**src/rtl/fifo_tmr_pkg.sv**
```systemverilog
// Shared helpers for the TMR async FIFO pointer logic (read and write domain controllers).
// Pointer math is done on PTR_MAX-bit vectors; callers zero-extend and slice to their width.
package fifo_tmr_pkg;

    localparam int PTR_MAX = 32;

    function automatic int ptr_width(input int address_bits);
        return address_bits + 1;
    endfunction

    function automatic logic [PTR_MAX-1:0] bin2gray(input logic [PTR_MAX-1:0] bin);
        return bin ^ (bin >> 1);
    endfunction

    function automatic logic [PTR_MAX-1:0] gray2bin(input logic [PTR_MAX-1:0] gray);
        logic [PTR_MAX-1:0] bin;
        bin = gray;
        for (int i = 1; i < PTR_MAX; i++) begin
            bin = bin ^ (gray >> i);
        end
        return bin;
    endfunction

    function automatic logic [PTR_MAX-1:0] vote3(input logic [PTR_MAX-1:0] a,
                                                 input logic [PTR_MAX-1:0] b,
                                                 input logic [PTR_MAX-1:0] c);
        return (a & b) | (a & c) | (b & c);
    endfunction

endpackage

```
**src/rtl/fifo_ptr_sync.sv**
```systemverilog
// Two-flop synchroniser for a Gray-coded pointer crossing into the local clock domain.
module fifo_ptr_sync #(
    parameter int WIDTH = 11
) (
    input  logic             clk,
    input  logic             rst_n,
    input  logic [WIDTH-1:0] d,
    output logic [WIDTH-1:0] q
);

    logic [WIDTH-1:0] meta_r;
    logic [WIDTH-1:0] sync_r;

    // Two-stage capture of the foreign-domain pointer
    always_ff @(posedge clk or negedge rst_n) begin
        if (!rst_n) begin
            meta_r <= {WIDTH{1'b0}};
            sync_r <= {WIDTH{1'b0}};
        end else begin
            meta_r <= d;
            sync_r <= meta_r;
        end
    end

    assign q = sync_r;

endmodule

```
**src/rtl/fifo_read_ctrl_tmr.sv**
```systemverilog
// Read-domain controller of the TMR async FIFO: read pointer, empty flag, registered pop data.
// Define READ_PTR_TMR_EN to triplicate and vote the pointer, Gray and empty state.
module fifo_read_ctrl_tmr
    import fifo_tmr_pkg::*;
#(
    parameter int WIDTH_SIZE   = 64,
    parameter int ADDRESS_SIZE = 10
) (
    input  logic                    read_clk,
    input  logic                    read_reset_n,
    input  logic                    read_enable,
    input  logic [ADDRESS_SIZE:0]   write_ptr_gray,
    input  logic [WIDTH_SIZE-1:0]   mem_read_data,
    output logic [ADDRESS_SIZE-1:0] read_address,
    output logic [ADDRESS_SIZE:0]   read_ptr_gray,
    output logic [WIDTH_SIZE-1:0]   read_data,
    output logic                    read_valid,
    output logic                    read_empty,
    output logic                    tmr_error
);

    localparam int PW = ptr_width(ADDRESS_SIZE);

    logic [PW-1:0]         wq2_ptr_s;
    logic [PW-1:0]         voted_bin_s;
    logic [PW-1:0]         bin_next_s;
    logic [PW-1:0]         gray_next_s;
    logic [PTR_MAX-1:0]    gray_ext_s;
    logic                  voted_empty_s;
    logic                  pop_s;
    logic [WIDTH_SIZE-1:0] read_data_r;
    logic                  read_valid_r;

    fifo_ptr_sync #(.WIDTH(PW)) u_wptr_sync (
        .clk   (read_clk),
        .rst_n (read_reset_n),
        .d     (write_ptr_gray),
        .q     (wq2_ptr_s)
    );

    // Next pointer from the voted pointer; a pop while empty leaves it unchanged
    always_comb begin
        pop_s       = read_enable & ~voted_empty_s;
        bin_next_s  = voted_bin_s + {{(PW-1){1'b0}}, pop_s};
        gray_ext_s  = bin2gray({{(PTR_MAX-PW){1'b0}}, bin_next_s});
        gray_next_s = gray_ext_s[PW-1:0];
    end

`ifdef READ_PTR_TMR_EN
    logic [PW-1:0]      bin0_r, bin1_r, bin2_r;
    logic [PW-1:0]      gray0_r, gray1_r, gray2_r;
    logic               empty0_r, empty1_r, empty2_r;
    logic               tmr_error_r;
    logic [PTR_MAX-1:0] bin_vote_s;
    logic [PTR_MAX-1:0] gray_vote_s;
    logic               unused_hi_s;

    // Bitwise majority over the three copies of each pointer register
    always_comb begin
        bin_vote_s    = vote3({{(PTR_MAX-PW){1'b0}}, bin0_r},
                              {{(PTR_MAX-PW){1'b0}}, bin1_r},
                              {{(PTR_MAX-PW){1'b0}}, bin2_r});
        gray_vote_s   = vote3({{(PTR_MAX-PW){1'b0}}, gray0_r},
                              {{(PTR_MAX-PW){1'b0}}, gray1_r},
                              {{(PTR_MAX-PW){1'b0}}, gray2_r});
        voted_bin_s   = bin_vote_s[PW-1:0];
        voted_empty_s = (empty0_r & empty1_r) | (empty0_r & empty2_r) | (empty1_r & empty2_r);
    end

    assign unused_hi_s = ^{bin_vote_s[PTR_MAX-1:PW], gray_vote_s[PTR_MAX-1:PW],
                           gray_ext_s[PTR_MAX-1:PW]};

    // All copies reload from the voted next value, scrubbing a single upset in one cycle
    always_ff @(posedge read_clk or negedge read_reset_n) begin
        if (!read_reset_n) begin
            bin0_r      <= {PW{1'b0}};
            bin1_r      <= {PW{1'b0}};
            bin2_r      <= {PW{1'b0}};
            gray0_r     <= {PW{1'b0}};
            gray1_r     <= {PW{1'b0}};
            gray2_r     <= {PW{1'b0}};
            empty0_r    <= 1'b1;
            empty1_r    <= 1'b1;
            empty2_r    <= 1'b1;
            tmr_error_r <= 1'b0;
        end else begin
            bin0_r      <= bin_next_s;
            bin1_r      <= bin_next_s;
            bin2_r      <= bin_next_s;
            gray0_r     <= gray_next_s;
            gray1_r     <= gray_next_s;
            gray2_r     <= gray_next_s;
            empty0_r    <= (gray_next_s == wq2_ptr_s);
            empty1_r    <= (gray_next_s == wq2_ptr_s);
            empty2_r    <= (gray_next_s == wq2_ptr_s);
            tmr_error_r <= (bin0_r != voted_bin_s) | (bin1_r != voted_bin_s) |
                           (bin2_r != voted_bin_s);
        end
    end

    assign read_ptr_gray = gray_vote_s[PW-1:0];
    assign tmr_error     = tmr_error_r;
`else
    logic [PW-1:0] bin_r;
    logic [PW-1:0] gray_r;
    logic          empty_r;
    logic          unused_hi_s;

    assign voted_bin_s   = bin_r;
    assign voted_empty_s = empty_r;
    assign unused_hi_s   = ^gray_ext_s[PTR_MAX-1:PW];

    // Single-copy pointer, Gray pointer and empty flag
    always_ff @(posedge read_clk or negedge read_reset_n) begin
        if (!read_reset_n) begin
            bin_r   <= {PW{1'b0}};
            gray_r  <= {PW{1'b0}};
            empty_r <= 1'b1;
        end else begin
            bin_r   <= bin_next_s;
            gray_r  <= gray_next_s;
            empty_r <= (gray_next_s == wq2_ptr_s);
        end
    end

    assign read_ptr_gray = gray_r;
    assign tmr_error     = 1'b0;
`endif

    // Popped word capture; data holds between pops
    always_ff @(posedge read_clk or negedge read_reset_n) begin
        if (!read_reset_n) begin
            read_data_r  <= {WIDTH_SIZE{1'b0}};
            read_valid_r <= 1'b0;
        end else begin
            read_valid_r <= pop_s;
            if (pop_s) begin
                read_data_r <= mem_read_data;
            end else begin
                read_data_r <= read_data_r;
            end
        end
    end

    assign read_address = voted_bin_s[ADDRESS_SIZE-1:0];
    assign read_data    = read_data_r;
    assign read_valid   = read_valid_r;
    assign read_empty   = voted_empty_s;

endmodule

```
**config.mk**
```make
export PLATFORM = sky130hd
export DESIGN_NAME = fifo_read_ctrl_tmr
export DESIGN_NICKNAME = d
export VERILOG_FILES = /design/src/rtl/fifo_tmr_pkg.sv /design/src/rtl/fifo_ptr_sync.sv /design/src/rtl/fifo_read_ctrl_tmr.sv
export SDC_FILE = /design/constraint.sdc
export NUM_CORES = 1
export LEC_CHECK = 0
export CAP_MARGIN = 10
export CORE_ASPECT_RATIO = 0.9
export CORE_MARGIN = 2
export CORE_UTILIZATION = 35
export DETAILED_ROUTE_END_ITERATION = 12
export GPL_TIMING_DRIVEN = 1
export PLACE_DENSITY = 0.74
export SLEW_MARGIN = 10
export SYNTH_ARGS = -nofsm -noshare
export SYNTH_HDL_FRONTEND = slang
export SYNTH_HIERARCHICAL = 1
export SYNTH_SLANG_ARGS = --single-unit
```
**constraint.sdc**
```tcl
create_clock -name read_clk -period 4.4 [get_ports read_clk]
set_input_delay 0.44 -clock read_clk [delete_from_list [all_inputs] [get_ports read_clk]]
set_output_delay 0.44 -clock read_clk [all_outputs]
set_load 0.01 [all_outputs]
```
# Word level (Yosys, flattened, before mapping)
# Index checks and enable logic that the tools add are counted.
# Widths: inputs -> output; s select.
# totals
regBits	110
in_bits	78
output_inout_bits	88
wordCells	12
# classes
n_addsub	1
eq_ne	1
bitwise	3
# op_table
op	count
$add 11x1->11	1
$eq 11x11->1	1
$xor 11x10->11	1
$and 1x1->1	1
$not 1->1	1

# Depth between registers and ports, before layout
# depth
depth_word	5
depth_mapped	11
ltp_nobuf	8

# By module
# Netlist, hierarchy kept.
# modules_own_cells
module	n_inst	cells_each	area_each_um2	seq_area_each_um2
fifo_read_ctrl_tmr	1	271	3807.4	2178.3
fifo_ptr_sync	1	22	550.5	550.5

# Worst setup path after synthesis
# Ideal clock, no wire load.
# synth_path
path_kind	input port to flip-flop
from	input read_enable
to	register empty_r, in the netlist read_empty
setup_ns	0.089
arrival_ns	2.744
required_ns	4.311
slack_ns	1.567
path_stages	11
path_buffers	3
path_cell_list	nor2b_1 -> clkbuf_1 -> buf_1 -> ha_1 -> buf_4 -> nor2_1 -> o21a_1 -> or3_1 -> nand3b_1 -> nand4_2 -> nor4b_2
# synth_between
elab_chain_cells	4
# synth_rtl
element	line_no	rtl
from (decl)	fifo_read_ctrl_tmr.sv:11	input logic read_enable,
$and 1x1->1	fifo_read_ctrl_tmr.sv:43	pop_s = read_enable & ~voted_empty_s;
net pop_s	fifo_read_ctrl_tmr.sv:30	logic pop_s;
$add 11x1->11	fifo_read_ctrl_tmr.sv:44	bin_next_s = voted_bin_s + {{(PW-1){1'b0}}, pop_s};
$xor 11x10->11	fifo_tmr_pkg.sv:12	return bin ^ (bin >> 1);
$eq 11x11->1	fifo_read_ctrl_tmr.sv:122	empty_r <= (gray_next_s == wq2_ptr_s);
to (signal assigned)	fifo_read_ctrl_tmr.sv:122	
to (decl)	fifo_read_ctrl_tmr.sv:106	logic empty_r;
# The timed path passes the listed nets, and every way through them passes these cells.
# A chain may end at the register's enable or synchronous reset.

# Worst setup path in the final report
# layout_path
from	input read_enable
to	register empty_r, in the netlist read_empty
# layout_between
elab_chain_cells	4
# layout_rtl
element	line_no
$and 1x1->1	fifo_read_ctrl_tmr.sv:43
$add 11x1->11	fifo_read_ctrl_tmr.sv:44
$xor 11x10->11	fifo_tmr_pkg.sv:12
$eq 11x11->1	fifo_read_ctrl_tmr.sv:122
# Every way passes these cells.

==> summary.txt <==
Clocking
  • Post-CTS setup buffer count: 0
  • CTS tree: yes
  • Clock-pin slew on the worst setup and hold paths: 0.06 ns
  • Clk_lat worst skew: 0.33 ns
  • CTS H-tree depth: 3
  • Bufs on Longest Clock Path: 2
  • Root Buffer: clkbuf_16
  • Post-CTS resize count: 0
  • Sink Count: 109
  • TritonCTS Buffers: 9
  • Cts hold-fix bufs: 0

Synth
  • Cells after Synth: 293
  • Largest family of logic cells by synthesized area: multiplexers
  • Post-Syn Area per Cell: 14.9 um^2
  • Synth Register Bits: 109
  • Simple-Gate Fraction of Synth Area: 6.55%
  • Share of the synthesized area in the top cell type: 62.0%
  • Area leader, netlist: dfrtp_1
  • Seq/Total Area, Yosys: 62.6%
  • Mux cell area share after synthesis: 17.0%
  • Synth area leaders: dfrtp_1, mux2_2, xnor2_1, mux2_1, xor2_1
  • Most used DFF post-synth: dfrtp_1
  • Post-synthesis instance area: 4360 um^2
  • Post-synthesis adder-cell area fraction: 0.574%
  • Async S/R FF share, synth: 100%
  • Synthesized netlist net count: 373
  • Post-synth cell types: 47
  • Synth warn: 6
  • Synth Area in XOR/XNOR: 7.81%
  • Number of flops mapped to enable cells by yosys: 0
  • Synth Area in Compound Gates: 2.30%

Final layout
  • Inserted Diodes: 0
  • Fin nets: 535
  • Layout cells sized above 1: 17.2%
  • Finished Cell Area: 6440 um^2
  • Area growth from synthesis to layout: 47.8%
  • Post-layout instance count excluding filler cells: 619
  • Most frequent cells in the layout: clkdlybuf4s50_1, dfrtp_1, mux2_2
  • Commonest non-fill, non-tap cell in the layout: clkdlybuf4s50_1
  • Filler Cells Inserted: 1012

Floorplanning
  • # rows: 38
  • Die W: 122 um
  • DIE AREA: 13400 um^2
  • Initial Util: 35.9%
  • Die Height: 110 um
  • IO Pins: 166
  • Area of the core: 12100 um^2

Critical path
  • Crit-path slowest cell: ha_1
  • Crit path buf inv count: 2
  • Required @ worst endpoint: 4.65 ns
  • CP peak stage delay: 0.49 ns
  • CP endpoint kind: register
  • Crit-path max FO: 27
  • Crit path kind: in2reg
  • CP Data Arrival Time: 3.16 ns
  • CP top delay family: simple AND/OR/NAND/NOR gates
  • CP cell instances: clkdlybuf4s50_1, nor2b_4, buf_4, ha_1, nand4_4, nor2_1, xnor2_1, and3_1, o22ai_1, nor4b_2
  • CP startpoint kind: input port

Job
  • Max-cap violations: 0

Place
  • Placed instance area: 6130 um^2
  • Port bufs: 164
  • GPL Wtd Cong: 0.833
  • Cell Count Post-Placement: 604
  • Dpl hpwl: 6840 um

Global route
  • Overflow after GRT: 0
  • Vias in the first global route: 3041
  • Pin count of the biggest net entering global routing: 72
  • Initial antenna violation count: 0
  • First-pass GRT wire length: 15000 um
  • Global Route Usage Sum: 14.5%

Min path
  • Hold Path Class: in2async

STA
  • Post-Route Setup TNS: 0 ns
  • Final min period: 2.91 ns
  • RSZ-0062 raised after global routing: no
  • Final slew viol count: 0
  • Final number of hold-violating endpoints: 0
  • Crit share post-route: 66.1%
  • Worst-Margin Slew: 0.863 ns
  • Clk_skew: 0.00517 ns
  • Fmax: 344 MHz
  • Final setup vio count: 0
  • Relative slew slack: 42.5%

Drt
  • Pre-antenna DRT Iters: 4
  • DRT iter0 DRCs: 99
  • Final Routed Wirelength: 9240 um
  • Wire per inst: 14.9 um
  • Drt drc: 0
  • Via count: 2895
  • Vias per cell: 4.68
  • DRT antenna net count: 0

Power
  • PwrDens: 454 nW/um^2
  • Maximum vdd drop: 0.000244 V
  • Leakage: 2.69 nW
  • Pwr Total: 2.92 mW

Status
  • Status: completed
worst paths after layout:
check                                              to  cells past startpoint                             from  slack (ns)
max                              read_empty$_DFF_PN1_                     10                      read_enable        1.49
min                        read_ptr_gray[3]$_DFF_PN0_                      1                     read_reset_n        0.21
max reg2reg                      read_empty$_DFF_PN1_                      9             read_empty$_DFF_PN1_        1.69
min reg2reg                u_wptr_sync/q[5]$_DFF_PN0_                      0  u_wptr_sync/meta_r[5]$_DFF_PN0_        0.35
max in group asynchronous   read_data[29]$_DFFE_PN0P_                      2                     read_reset_n        3.20
min in group read_clk      u_wptr_sync/q[5]$_DFF_PN0_                      0  u_wptr_sync/meta_r[5]$_DFF_PN0_        0.35
Yosys cell counts (3+ instances only):
master / count
and3_1: 3
nand2_1: 6
nor3_1: 4
xnor2_1: 18
mux2_2: 51
mux2_1: 13
xor2_1: 12
nand3b_1: 3
a21oi_1: 4
buf_2: 5
nor2_1: 7
inv_1: 9
dfrtp_1: 108
buf_4: 7
flip-flops by register name (all words and copies together) (netlist names):
| name | count |
|---|---|
| read_valid | 1 |
| read_empty | 1 |
| u_wptr_sync/meta_r | 11 |
| read_data | 64 |
| bin_r | 11 |
| u_wptr_sync/q | 11 |
| read_ptr_gray | 10 |
report_power, final:
part	switching, mW	internal, mW	leakage [nW]
clock network	0.332	0.510	0.152
registers	0.132	1.14	1.30
logic	0.344	0.466	1.25
worst reg2reg max path, stage by stage (launching register included):
cell     delay, ns
dfstp_2       0.39
nor2b_4       0.12
buf_4         0.33
ha_1          0.50
nand4_4       0.21
nor2_1        0.18
xnor2_1       0.26
and3_1        0.24
o22ai_1       0.10
nor4b_2       0.30
routing by layer:
metal | GRT usage [%] | share of wire, % | vias up
met5 | 0 | 0 | -
met4 | 4.93 | 1.7 | 0
met3 | 6.43 | 10 | 18
met2 | 24.1 | 51 | 129
met1 | 16.9 | 37 | 1426
li1 | - | - | 1322
through the flow:
stage	setup WS, ns	utilization [%]	hold slack [ns]
after floorplan	1.57	-	0.144
after global placement	1.24	50.5	0.336
after detailed placement	1.15	50.5	0.336
after CTS	1.47	53.1	0.252
after global routing	1.29	53.1	0.286
final	1.49	53.1	0.210
cell families (layout without fill, tap and decap cells):
group / after synthesis / in the layout
mux: 66 / 66
fa+ha+maj: 2 / 2
simple gates: 41 / 41
xor+xnor: 34 / 34
compound gates: 15 / 15
other cells: 1 / 1
flops: 109 / 109
buf+inv: 25 / 191
final cells by class:
class / count / area (um^2) / share of cell area (%)
clock buffers: 11 / 243 / 3.77
clock inverters: 4 / 72.6 / 1.13
inverters: 9 / 33.8 / 0.524
multi-input cells: 159 / 1500 / 23.3
flip-flops and latches: 109 / 2730 / 42.4
well taps: 160 / 200 / 3.11
repair buffers: 167 / 1660 / 25.8
(Power assumes the default switching activity.)
